===== config.mk =====
export PLATFORM = sky130hd
export DESIGN_NAME = mem_arbiter
export DESIGN_NICKNAME = d
export VERILOG_FILES = /design/src/rtl/riscv_pkg.sv /design/src/rtl/rr_arbiter2.sv /design/src/rtl/mem_arbiter.sv
export SDC_FILE = /design/constraint.sdc
export NUM_CORES = 1
export LEC_CHECK = 0
export ABC_AREA = 1
export BUFFER_PORTS_ARGS = -buffer_cell sky130_fd_sc_hd__clkbuf_2
export CAP_MARGIN = 20
export CORE_AREA = 2 2 121 123
export DETAILED_ROUTE_END_ITERATION = 12
export DIE_AREA = 0 0 123 125
export PLACE_DENSITY = 0.75
export SLEW_MARGIN = 20
export SYNTH_ARGS = -nofsm -noshare
export SYNTH_HDL_FRONTEND = slang
export SYNTH_SLANG_ARGS = --single-unit

===== constraint.sdc =====
create_clock -name clk -period 5.1 [get_ports clk]
set_clock_uncertainty 0.1 [all_clocks]
set_input_delay 1.02 -clock clk [delete_from_list [all_inputs] [get_ports clk]]
set_output_delay 1.02 -clock clk [all_outputs]
set_load 0.05 [all_outputs]

===== src/rtl/riscv_pkg.sv =====
// riscv_pkg: load/store funct3 encodings plus arbiter state and port-index types.
package riscv_pkg;
  localparam logic [2:0] F3_B  = 3'b000;
  localparam logic [2:0] F3_H  = 3'b001;
  localparam logic [2:0] F3_W  = 3'b010;
  localparam logic [2:0] F3_BU = 3'b100;
  localparam logic [2:0] F3_HU = 3'b101;
  typedef enum logic [1:0] {IDLE, BUSY, RESP} arb_state_t;
  typedef logic port_idx_t;
  // Halves need bit 0 clear, words need bits 1:0 clear; the sign bit of funct3 is irrelevant.
  function automatic logic misaligned(input logic [2:0] f3, input logic [1:0] a);
    return (f3[1:0] == F3_H[1:0] && a[0]) || (f3[1:0] == F3_W[1:0] && a != 2'b00);
  endfunction
endpackage


===== src/rtl/rr_arbiter2.sv =====
// rr_arbiter2: two-way grant with last-grant pointer, or fixed port-0 priority.
module rr_arbiter2
  import riscv_pkg::*;
#(
  parameter bit FIXED_PRIO = 1'b0
) (
  input  logic      clk,
  input  logic      rst_n,
  input  logic [1:0] req,
  input  logic      take,
  output logic [1:0] gnt,
  output port_idx_t idx
);
  port_idx_t last_q;
  always_comb begin
    idx = (req == 2'b10) ? 1'b1 : (req == 2'b11 && !FIXED_PRIO && last_q == 1'b0) ? 1'b1 : 1'b0;
    gnt = (|req) ? (2'b01 << idx) : 2'b00;
  end
  // Reset value points at port 1 so port 0 wins the first tie.
  always_ff @(posedge clk or negedge rst_n)
    if (!rst_n) last_q <= 1'b1;
    else if (take && |req) last_q <= idx;
endmodule


===== src/rtl/mem_arbiter.sv =====
// mem_arbiter: shares one data-memory port between a CPU port (M0) and a debug/boot port (M1).
module mem_arbiter
  import riscv_pkg::*;
#(
  parameter bit FIXED_PRIO = 1'b0
) (
  input  logic        clk,
  input  logic        rst_n,
  input  logic        M0Req,
  input  logic        M0We,
  input  logic [2:0]  M0Funct3,
  input  logic [31:0] M0Addr,
  input  logic [31:0] M0WData,
  output logic        M0Ready,
  output logic        M0RValid,
  output logic [31:0] M0RData,
  output logic        M0Err,
  input  logic        M1Req,
  input  logic        M1We,
  input  logic [2:0]  M1Funct3,
  input  logic [31:0] M1Addr,
  input  logic [31:0] M1WData,
  output logic        M1Ready,
  output logic        M1RValid,
  output logic [31:0] M1RData,
  output logic        M1Err,
  output logic        MemWrite,
  output logic [2:0]  MemFunct3,
  output logic [31:0] MemAddress,
  output logic [31:0] MemWriteData,
  input  logic [31:0] MemReadData
);
  arb_state_t state_q, state_d;
  port_idx_t owner_q, win;
  logic [1:0] gnt;
  logic idle, we_q, mis_q;
  logic [2:0] f3_q;
  logic [31:0] addr_q, wdata_q;
  logic [31:0] rdata_q [2];
  assign idle = state_q == IDLE;
  rr_arbiter2 #(.FIXED_PRIO(FIXED_PRIO)) u_rr (
    .clk  (clk),
    .rst_n(rst_n),
    .req  ({M1Req, M0Req}),
    .take (idle),
    .gnt  (gnt),
    .idx  (win)
  );
  always_comb begin
    state_d = idle ? ((M0Req || M1Req) ? BUSY : IDLE) : (state_q == BUSY) ? RESP : IDLE;
  end
  always_ff @(posedge clk or negedge rst_n)
    if (!rst_n) begin
      state_q    <= IDLE;
      owner_q    <= 1'b0;
      we_q       <= 1'b0;
      mis_q      <= 1'b0;
      f3_q       <= '0;
      addr_q     <= '0;
      wdata_q    <= '0;
      rdata_q[0] <= '0;
      rdata_q[1] <= '0;
    end else begin
      state_q <= state_d;
      if (idle && |gnt) begin
        owner_q <= win;
        we_q    <= win ? M1We : M0We;
        f3_q    <= win ? M1Funct3 : M0Funct3;
        addr_q  <= win ? M1Addr : M0Addr;
        wdata_q <= win ? M1WData : M0WData;
        mis_q   <= misaligned(win ? M1Funct3 : M0Funct3, win ? M1Addr[1:0] : M0Addr[1:0]);
      end
      // Stores and faulted accesses return zero data.
      if (state_q == BUSY) rdata_q[owner_q] <= (we_q || mis_q) ? '0 : MemReadData;
    end
  assign M0Ready      = idle && gnt[0];
  assign M1Ready      = idle && gnt[1];
  assign M0RValid     = state_q == RESP && owner_q == 1'b0;
  assign M1RValid     = state_q == RESP && owner_q == 1'b1;
  assign M0Err        = M0RValid && mis_q;
  assign M1Err        = M1RValid && mis_q;
  assign M0RData      = rdata_q[0];
  assign M1RData      = rdata_q[1];
  assign MemWrite     = state_q == BUSY && we_q && !mis_q;
  assign MemFunct3    = f3_q;
  assign MemAddress   = addr_q;
  assign MemWriteData = wdata_q;
endmodule


==> out/results.ini, run 1 <==
[status]
status=complete, no violations

[yosys]
synth_area_um2=5900
synth_top_area_frac=0.577
synthCells=612
ys_seq_area_frac=0.582
ys_warn_count=0
synthTopCellsByArea=dfrtp_1 (58%), nand2_1 (13%), mux2_2 (11%), nand3_1 (5.7%), inv_1 (2.8%)
ys_types=21
yosys_register_bits=137
avgSynthCellArea_um2=9.63
syn_nets=784
synth_top_area_cell=dfrtp_1

[route]
drc=0
ant_nets=0
dr.pass1.iters=4
routed_via_density=4.68
wl_per_cell_um=14.7
drt-initial-drc-count=220
vias=5203
wl_um=16300

[layout]
final_common_cell=clkbuf_2
final_nets=1085
final_cells=1111
final_cell_mix=clkbuf_2 (308), nand2_1 (211), dfrtp_1 (136), nand3_1 (67), mux2_2 (55)
drive_gt1_frac=0.440
nFillCells=1289
area_growth_pct=37.9

[power_and_ir_drop]
power.leakage_uw=0.00458
powerDensity_nw_per_um2=795
ir_drop_v=0.000356

[worst_setup_path]
cp-end-kind=output port
critPathKind=in -> out
arrival_ns=1.98
startpoint_type=input pin
cp.required_ns=3.98
cp_max_fo=7

[sta]
min_period_ns=3.10
tightest_slew_ns=0.986
finalSetupTns_ns=0
finalHoldViolCount=0
fmax_ghz=0.323
report.final.slew_viol_count=0
finalCritPeriodShare=0.607
setup_viol=0
relSlewSlack=0.341
rsz0062_at_grt=no

[clocking]
clk_pin_slew_ns=0.06
cts_max_path_buffers=2
insertion_delay_ns=0.41
clock-root-buffer=clkbuf_16
numClockSinks=137
numCtsBuffers=17
hold_buffers=0
h-tree-depth=4
postCtsSetupRepairBufs=0
cts-resized-gates=0
cts_tree=built

[floorplanning]
start_util=0.415
io_pins=310
dieArea_um2=15400
die_w_um=123
floorplan.rows=44
core_area_um2=14200
die_h_um=125

[grt]
grt_pass1_vias=5043
overflow=0
antenna_found_initial=1
grt_max_degree=108
grt_pass1_wl_um=25400
grtUsageTotal=0.215

[place]
hpwlAfterDp_um=12100
dp.cells=1078
place_congestion=0.835
io_buffers=309

[min_path]
min_path_type=reg -> reg

[flow_run]
max_cap_violations=0

==> area by class of cell <==
class / count / area, um2 / share of cell area
clock buffers: 18 / 439 / 0.0540
flip-flops and latches: 137 / 3430 / 0.422
well taps: 184 / 230 / 0.0283
diodes: 1 / 2.50 / 0.000308
repair buffers: 313 / 1580 / 0.195
multi-input cells: 400 / 2130 / 0.262
clock inverters: 14 / 146 / 0.0180
inverters: 44 / 165 / 0.0203
==> synthesized netlist by cell type <==
master and number:
a21oi_1 1, a31oi_1 1, buf_2 5, buf_4 13, buf_6 1, clkbuf_1 12, dfrtp_1 136, dfstp_2 1
inv_1 44, mux2_1 9, mux2_2 55, nand2_1 212, nand2_2 1, nand3_1 67, nand3b_1 3, nor2_1 39
nor2_4 3, nor3_1 3, nor4_1 2, o211ai_1 1, o21ai_0 3
==> final timing paths <==
kind	from	to	slack, ns	cells after the start
setup / recovery	M1Req	M0Ready	2.00	5
hold / removal	state_q[1]$_DFF_PN0_	state_q[1]$_DFF_PN0_	0.35	1
setup reg to reg	state_q[0]$_DFF_PN0_	M0RData[29]$_DFFE_PN0P_	2.89	5
hold reg to reg	state_q[1]$_DFF_PN0_	state_q[1]$_DFF_PN0_	0.35	1
max in group asynchronous	rst_n	MemAddress[11]$_DFFE_PN0P_	3.27	2
min in group asynchronous	rst_n	MemWriteData[31]$_DFFE_PN0P_	0.63	1
==> through the flow <==
stage	total power (uW)	setup WS [ns]	util	area, um2	hold WS (ns)
after floorplan	4450	1.95	-	5900	0.313
after global placement	5250	2.02	0.531	7540	0.325
after detailed placement	5310	1.99	0.531	7540	0.334
after CTS	6540	1.99	0.572	8120	0.346
after global routing	6810	1.93	0.572	8130	0.362
final	6460	2.00	0.572	8130	0.346
==> cells by family after synthesis <==
| group | Yosys count | share of synthesized area |
|---|---|---|
| AO/OA/AOI/OAI | 6 | 0.00573 |
| buffers and inverters | 75 | 0.0584 |
| flip-flops | 137 | 0.582 |
| AND/OR/NAND/NOR | 330 | 0.232 |
| multiplexers | 64 | 0.122 |
==> routing by layer <==
| layer | part of all wire | global-route usage | vias to the layer above |
|---|---|---|---|
| li1 | - | - | 2548 |
| met4 | 0.014 | 0.0715 | 0 |
| met2 | 0.49 | 0.370 | 222 |
| met3 | 0.088 | 0.0730 | 18 |
| met1 | 0.41 | 0.250 | 2415 |
| met5 | 0 | 0 | - |
==> registers in the layout (all words and copies together), names as in the netlist <==
signal / cells
state_q: 2
MemAddress: 32
we_q: 1
mis_q: 1
owner_q: 1
M0RData: 32
MemWriteData: 32
MemFunct3: 3
u_rr.last_q: 1
M1RData: 32
==> where the power goes <==
part           internal, uW  switching, uW
Clock                   734            475
Combinational           827           2600
Sequential             1570            259
==> worst max-delay path, stage by stage <==
cell,delay (ns)
clkbuf_2,0.17
nor2_1,0.06
nand3b_1,0.28
nor2_4,0.16
clkbuf_2,0.29
No activity file was read; power rests on OpenSTA's default activity.
==> inputs of run 2 (changes only) <==
Clock period 5.1 ns to 2.99 ns, I/O delays scaled along.
==> out/results.ini, run 2 (synthesis results as in run 1) <==
[route]
wl_met1_um=6750  ; was 6700 um
drt-initial-drc-count=175  ; was 220
wl_um=16400  ; was 16300 um
vias=5188  ; was 5203
ant_nets=0  ; unchanged
highest_layer=met4  ; unchanged
drc=0  ; unchanged
dr.pass1.iters=4  ; unchanged
wl_met3_um=1410  ; was 1440 um
routed_via_density=4.65  ; was 4.68
wl_per_cell_um=14.7  ; about the same
wl_met2_um=7980  ; was 7960 um

[place]
post_dp_cell_area_um2=7640  ; was 7540 um2
hpwlAfterDp_um=12100  ; about the same
io_buffers=309  ; unchanged
place_congestion=0.839  ; was 0.835

[layout]
antenna_cells=0  ; was 1
regArea_um2=3430  ; unchanged
area_growth_pct=39.6  ; was 37.9%
post-route-cell-area_um2=8230  ; was 8130 um2
final_cell_mix=clkbuf_2 (307), nand2_1 (212), dfrtp_1 (136), nand3_1 (67), mux2_2 (55)  ; was clkbuf_2 (308), nand2_1 (211), dfrtp_1 (136), nand3_1 (67), mux2_2 (55)
multi_input_area_um2=2130  ; about the same
drive_gt1_frac=0.441  ; was 0.440
post-route-util=0.579  ; was 0.572
final_common_cell=clkbuf_2  ; unchanged
final_nets=1091  ; was 1085
nFillCells=1245  ; was 1289

[floorplanning]
dieArea_um2=15400  ; unchanged
die_h_um=125  ; unchanged
die_w_um=123  ; unchanged
core_area_um2=14200  ; unchanged
start_util=0.415  ; unchanged
io_pins=310  ; unchanged
floorplan.rows=44  ; unchanged

[sta]
setup_viol=0  ; unchanged
min_period_ns=2.50
relSlewSlack=0.531  ; was 0.341
report.final.slew_viol_count=0  ; unchanged
finalHoldViolCount=0  ; unchanged
rsz0062_at_grt=no  ; unchanged
finalCritPeriodShare=0.838
fmax_ghz=0.399
tightest_slew_ns=0.704  ; was 0.986 ns
finalSetupTns_ns=0  ; unchanged

[clocking]
cts-resized-gates=0  ; unchanged
clock-root-buffer=clkbuf_16  ; unchanged
postCtsSetupRepairBufs=0  ; unchanged
clk_pin_slew_ns=0.06  ; about the same
h-tree-depth=4  ; unchanged
insertion_delay_ns=0.41  ; about the same
cts_max_path_buffers=2  ; unchanged
hold_buffers=1  ; was 0
numCtsBuffers=17  ; unchanged
numClockSinks=137  ; unchanged
cts_tree=built  ; unchanged

[power_and_ir_drop]
ir_drop_v=0.000624  ; was 0.000356 V
power.leakage_uw=0.00462  ; was 0.00458 uW
total_power_uw=11100  ; was 6460 uW
powerDensity_nw_per_um2=1350  ; was 795 nW/um2

[grt]
grt_max_degree=80  ; was 108
grt_pass1_wl_um=25200  ; was 25400 um
grtUsageTotal=0.214  ; was 0.215
antenna_found_initial=0  ; was 1
grt_pass1_vias=5039  ; was 5043
overflow=0  ; unchanged

[worst_setup_path]
critPathKind=reg -> out  ; was in -> out
startpoint_type=flop  ; was input pin
cp.required_ns=2.29  ; was 3.98 ns
crit_family=flip-flops  ; was simple AND/OR/NAND/NOR gates
cp_max_fo=7  ; unchanged
timing.critical_path.buf_inv=2  ; unchanged
cp_cell_sequence=nand2_1, nand2_2, inv_1, nor2_4, clkbuf_2  ; was clkbuf_2, nor2_1, nand3b_1, nor2_4, clkbuf_2
slowest_stage=dfstp_2  ; was clkbuf_2
arrival_ns=1.81  ; was 1.98 ns
cp-end-kind=output port  ; unchanged
max_stage_delay_ns=0.54  ; was 0.29 ns

[min_path]
min_path_type=in -> reg  ; was reg -> reg

[status]
status=complete, no violations  ; unchanged

[flow_run]
max_cap_violations=0  ; unchanged

## run 2: cell count changes in the layout (fill, tap and decap cells not counted), moves of 2 or more
cell,change
buf_12,+5
inv_6,+4
clkinv_4,-2
clkinv_2,-4
inv_8,+3
## run 2: worst paths after layout
path,from,endpoint,slack (ns),depth (start not counted)
setup / recovery,u_rr.last_q$_DFFE_PN1P_,M0Ready,0.49,5
hold / removal,M0WData[3],MemWriteData[3]$_DFFE_PN0P_,0.28,3
setup reg to reg,u_rr.last_q$_DFFE_PN1P_,we_q$_DFFE_PN0P_,0.87,7
hold reg to reg,state_q[1]$_DFF_PN0_,state_q[1]$_DFF_PN0_,0.34,1
max in group asynchronous,rst_n,u_rr.last_q$_DFFE_PN1P_,1.67,3
min in group asynchronous,rst_n,M1RData[17]$_DFFE_PN0P_,0.46,2
## run 2: area by class of cell
type | instances | area share
Tap cell | 184 | 0.0280
Clock inverter | 15 | 0.0189
Sequential cell | 137 | 0.417
Clock buffer | 17 | 0.0517
Timing Repair Buffer | 319 | 0.206
Multi-Input combinational cell | 400 | 0.259
Inverter | 44 | 0.0201
## run 2: report_power, final
| group | total [uW] | leakage [uW] | switching, uW | internal, uW |
|---|---|---|---|---|
| Sequential | 3120 | 0.00173 | 438 | 2680 |
| Clock | 2060 | 0.000274 | 885 | 1180 |
| Combinational | 5930 | 0.00262 | 4450 | 1470 |
## run 2: tightest hold or removal path, delay by kind of cell
| kind | cells | cell delay, ns |
|---|---|---|
| buf+inv | 1 | 0.07 |
| simple gates | 2 | 0.09 |
## run 2: layer usage
metal	track usage	vias up
met2	0.358	236
met3	0.0734	19
met1	0.259	2371
li1	-	2562
met5	0	-
met4	0.0675	0
## run 2: stage by stage
step	cells	setup WS, ns	hold WS, ns
finish	1116	0.486	0.282
global route	1116	0.363	0.271
CTS	1116	0.453	0.263
detailed placement	1083	0.702	0.322
global placement	1083	0.750	0.322
floorplan	612	0.262	0.202
==> inputs of run 3 (changes only) <==
Clock period 2.99 ns to 2.5 ns, I/O delays scaled along.
==> out/results.ini, run 3 (synthesis results as in run 1) <==
[status]
status=complete, no violations  ; unchanged

[power_and_ir_drop]
p_sw_uw=6780  ; was 5780 uW
p_seq_frac=0.277  ; was 0.281
total_power_uw=13500  ; was 11100 uW
pwr-share-clk=0.200  ; was 0.186
intPower_uw=6750  ; was 5330 uW
power.leakage_uw=0.00467  ; was 0.00462 uW
comb_power_share=0.523  ; was 0.534
powerDensity_nw_per_um2=1620  ; was 1350 nW/um2
p_sw_frac=0.501  ; was 0.520
ir_drop_v=0.000994  ; was 0.000624 V

[worst_setup_path]
arrival_ns=1.74  ; was 1.81 ns
critPathKind=reg -> out  ; unchanged
regToRegSetupSlack_ns=0.58  ; was 0.87 ns
r2r-start=state_q[0]$_DFF_PN0_  ; was u_rr.last_q$_DFFE_PN1P_
cp.required_ns=1.90  ; was 2.29 ns
cp-end-kind=output port  ; unchanged
startpoint_type=flop  ; unchanged
cp_max_fo=7  ; unchanged
ff2ff_path_depth=6  ; was 7
r2r-end=MemFunct3[0]$_DFFE_PN0P_  ; was we_q$_DFFE_PN0P_

[route]
drc=0  ; unchanged
wl_um=16000  ; was 16400 um
routed_via_density=4.68  ; was 4.65
wl_per_cell_um=14.3  ; was 14.7 um
drt-initial-drc-count=172  ; was 175
dr.pass1.iters=4  ; unchanged
ant_nets=0  ; unchanged
vias=5233  ; was 5188

[floorplanning]
die_h_um=125  ; unchanged
die_w_um=123  ; unchanged
floorplan.rows=44  ; unchanged
start_util=0.415  ; unchanged
io_pins=310  ; unchanged
dieArea_um2=15400  ; unchanged
core_area_um2=14200  ; unchanged

[place]
hpwlAfterDp_um=12000  ; was 12100 um
io_buffers=309  ; unchanged
place_congestion=0.844  ; was 0.839

[layout]
multi_input_area_um2=2140  ; was 2130 um2
post-route-util=0.587  ; was 0.579
drive_gt1_frac=0.445  ; was 0.441
final_nets=1094  ; was 1091
final_common_cell=clkbuf_2  ; unchanged
nFillCells=1239  ; was 1245
final_cell_mix=clkbuf_2 (306), nand2_1 (212), dfrtp_1 (136), nand3_1 (67), mux2_2 (55)  ; was clkbuf_2 (307), nand2_1 (212), dfrtp_1 (136), nand3_1 (67), mux2_2 (55)
regArea_um2=3430  ; unchanged
area_growth_pct=41.5  ; was 39.6%
antenna_cells=0  ; unchanged

[min_path]
min_path_type=in -> reg  ; unchanged
min_from=M0WData[8]  ; was M0WData[3]
hold_path_end=MemWriteData[8]$_DFFE_PN0P_  ; was MemWriteData[3]$_DFFE_PN0P_
min_delay_path_depth=3  ; unchanged

[clocking]
cts_tree=built  ; unchanged
numCtsBuffers=17  ; unchanged
h-tree-depth=4  ; unchanged
insertion_delay_ns=0.40  ; was 0.41 ns
clk_pin_slew_ns=0.06  ; about the same
postCtsSetupRepairBufs=0  ; unchanged
numClockSinks=137  ; unchanged
clock-root-buffer=clkbuf_16  ; unchanged
cts_max_path_buffers=2  ; unchanged

[sta]
fmax_ghz=0.427
tightest_slew_ns=0.556  ; was 0.704 ns
whs_ns=0.189  ; was 0.282 ns
finalHoldViolCount=0  ; unchanged
finalCritPeriodShare=0.937
relSlewSlack=0.629  ; was 0.531
setup_viol=0  ; unchanged
report.final.slew_viol_count=0  ; unchanged
min_period_ns=2.34
rsz0062_at_grt=no  ; unchanged
finalSetupTns_ns=0  ; unchanged

[grt]
antenna_found_initial=0  ; unchanged
grtUsageTotal=0.211  ; was 0.214
grt_max_degree=67  ; was 80
grt_pass1_wl_um=25200  ; about the same
overflow=0  ; unchanged
grt_pass1_vias=5078  ; was 5039

[flow_run]
max_cap_violations=0  ; unchanged

run 3: power by group through the flow:
stage | combinational [uW] | clock (uW) | sequential (uW)
2_1_floorplan | 2190 | 0 | 6900
3_3_place_gp | 7060 | 0 | 3740
3_5_place_dp | 7150 | 0 | 3760
4_1_cts | 7160 | 2770 | 3750
5_1_grt | 7540 | 2860 | 3870
6_report | 7080 | 2710 | 3750
run 3: through the flow:
step	cell area (um2)	setup WS [ns]	std cells
4_1_cts	8340	0.0813	1119
6_report	8340	0.157	1119
3_3_place_gp	7670	0.356	1086
3_5_place_dp	7670	0.337	1086
5_1_grt	8340	0.00479	1119
2_1_floorplan	5910	0.158	612
run 3: final cells by class:
type / count / area share
repair buffers: 322 / 0.206
multi-input cells: 400 / 0.257
well taps: 184 / 0.0276
inverters: 44 / 0.0198
clock inverters: 12 / 0.0224
clock buffers: 20 / 0.0560
flip-flops and latches: 137 / 0.411
run 3: timing repair:
| item | in CTS | in global routing |
|---|---|---|
| resized for setup | 0 | 2 |
| hold endpoints to repair | 42 | 0 |
| endpoints found under the setup margin | 0 | 1 |
| hold buffers | 1 | 0 |
run 3: worst max-delay path, stage by stage, from the launching register on:
cell and delay (ns):
dfstp_2 0.53, nand2_1 0.14, nand2_2 0.18, inv_1 0.09, nor2_4 0.14, clkbuf_4 0.25
run 3: layer usage:
metal	global-route usage	wire (um)
met2	0.343	7690
met3	0.0707	1430
met1	0.257	6550
met4	0.0842	365
met5	0	0
run 3: how the worst max path moves through the flow:
stage	start	endpoint	slack, ns	cells after the start
3_5_place_dp	M1Req	MemFunct3[0]$_DFFE_PN0P_	0.34	7
3_3_place_gp	M1Req	MemFunct3[0]$_DFFE_PN0P_	0.36	7
6_report	u_rr.last_q$_DFFE_PN1P_	M0Ready	0.16	5
5_1_grt	state_q[0]$_DFF_PN0_	MemWrite	0.005	5
2_1_floorplan	state_q[0]$_DFF_PN0_	MemWrite	0.16	4
4_1_cts	u_rr.last_q$_DFFE_PN1P_	M0Ready	0.08	5
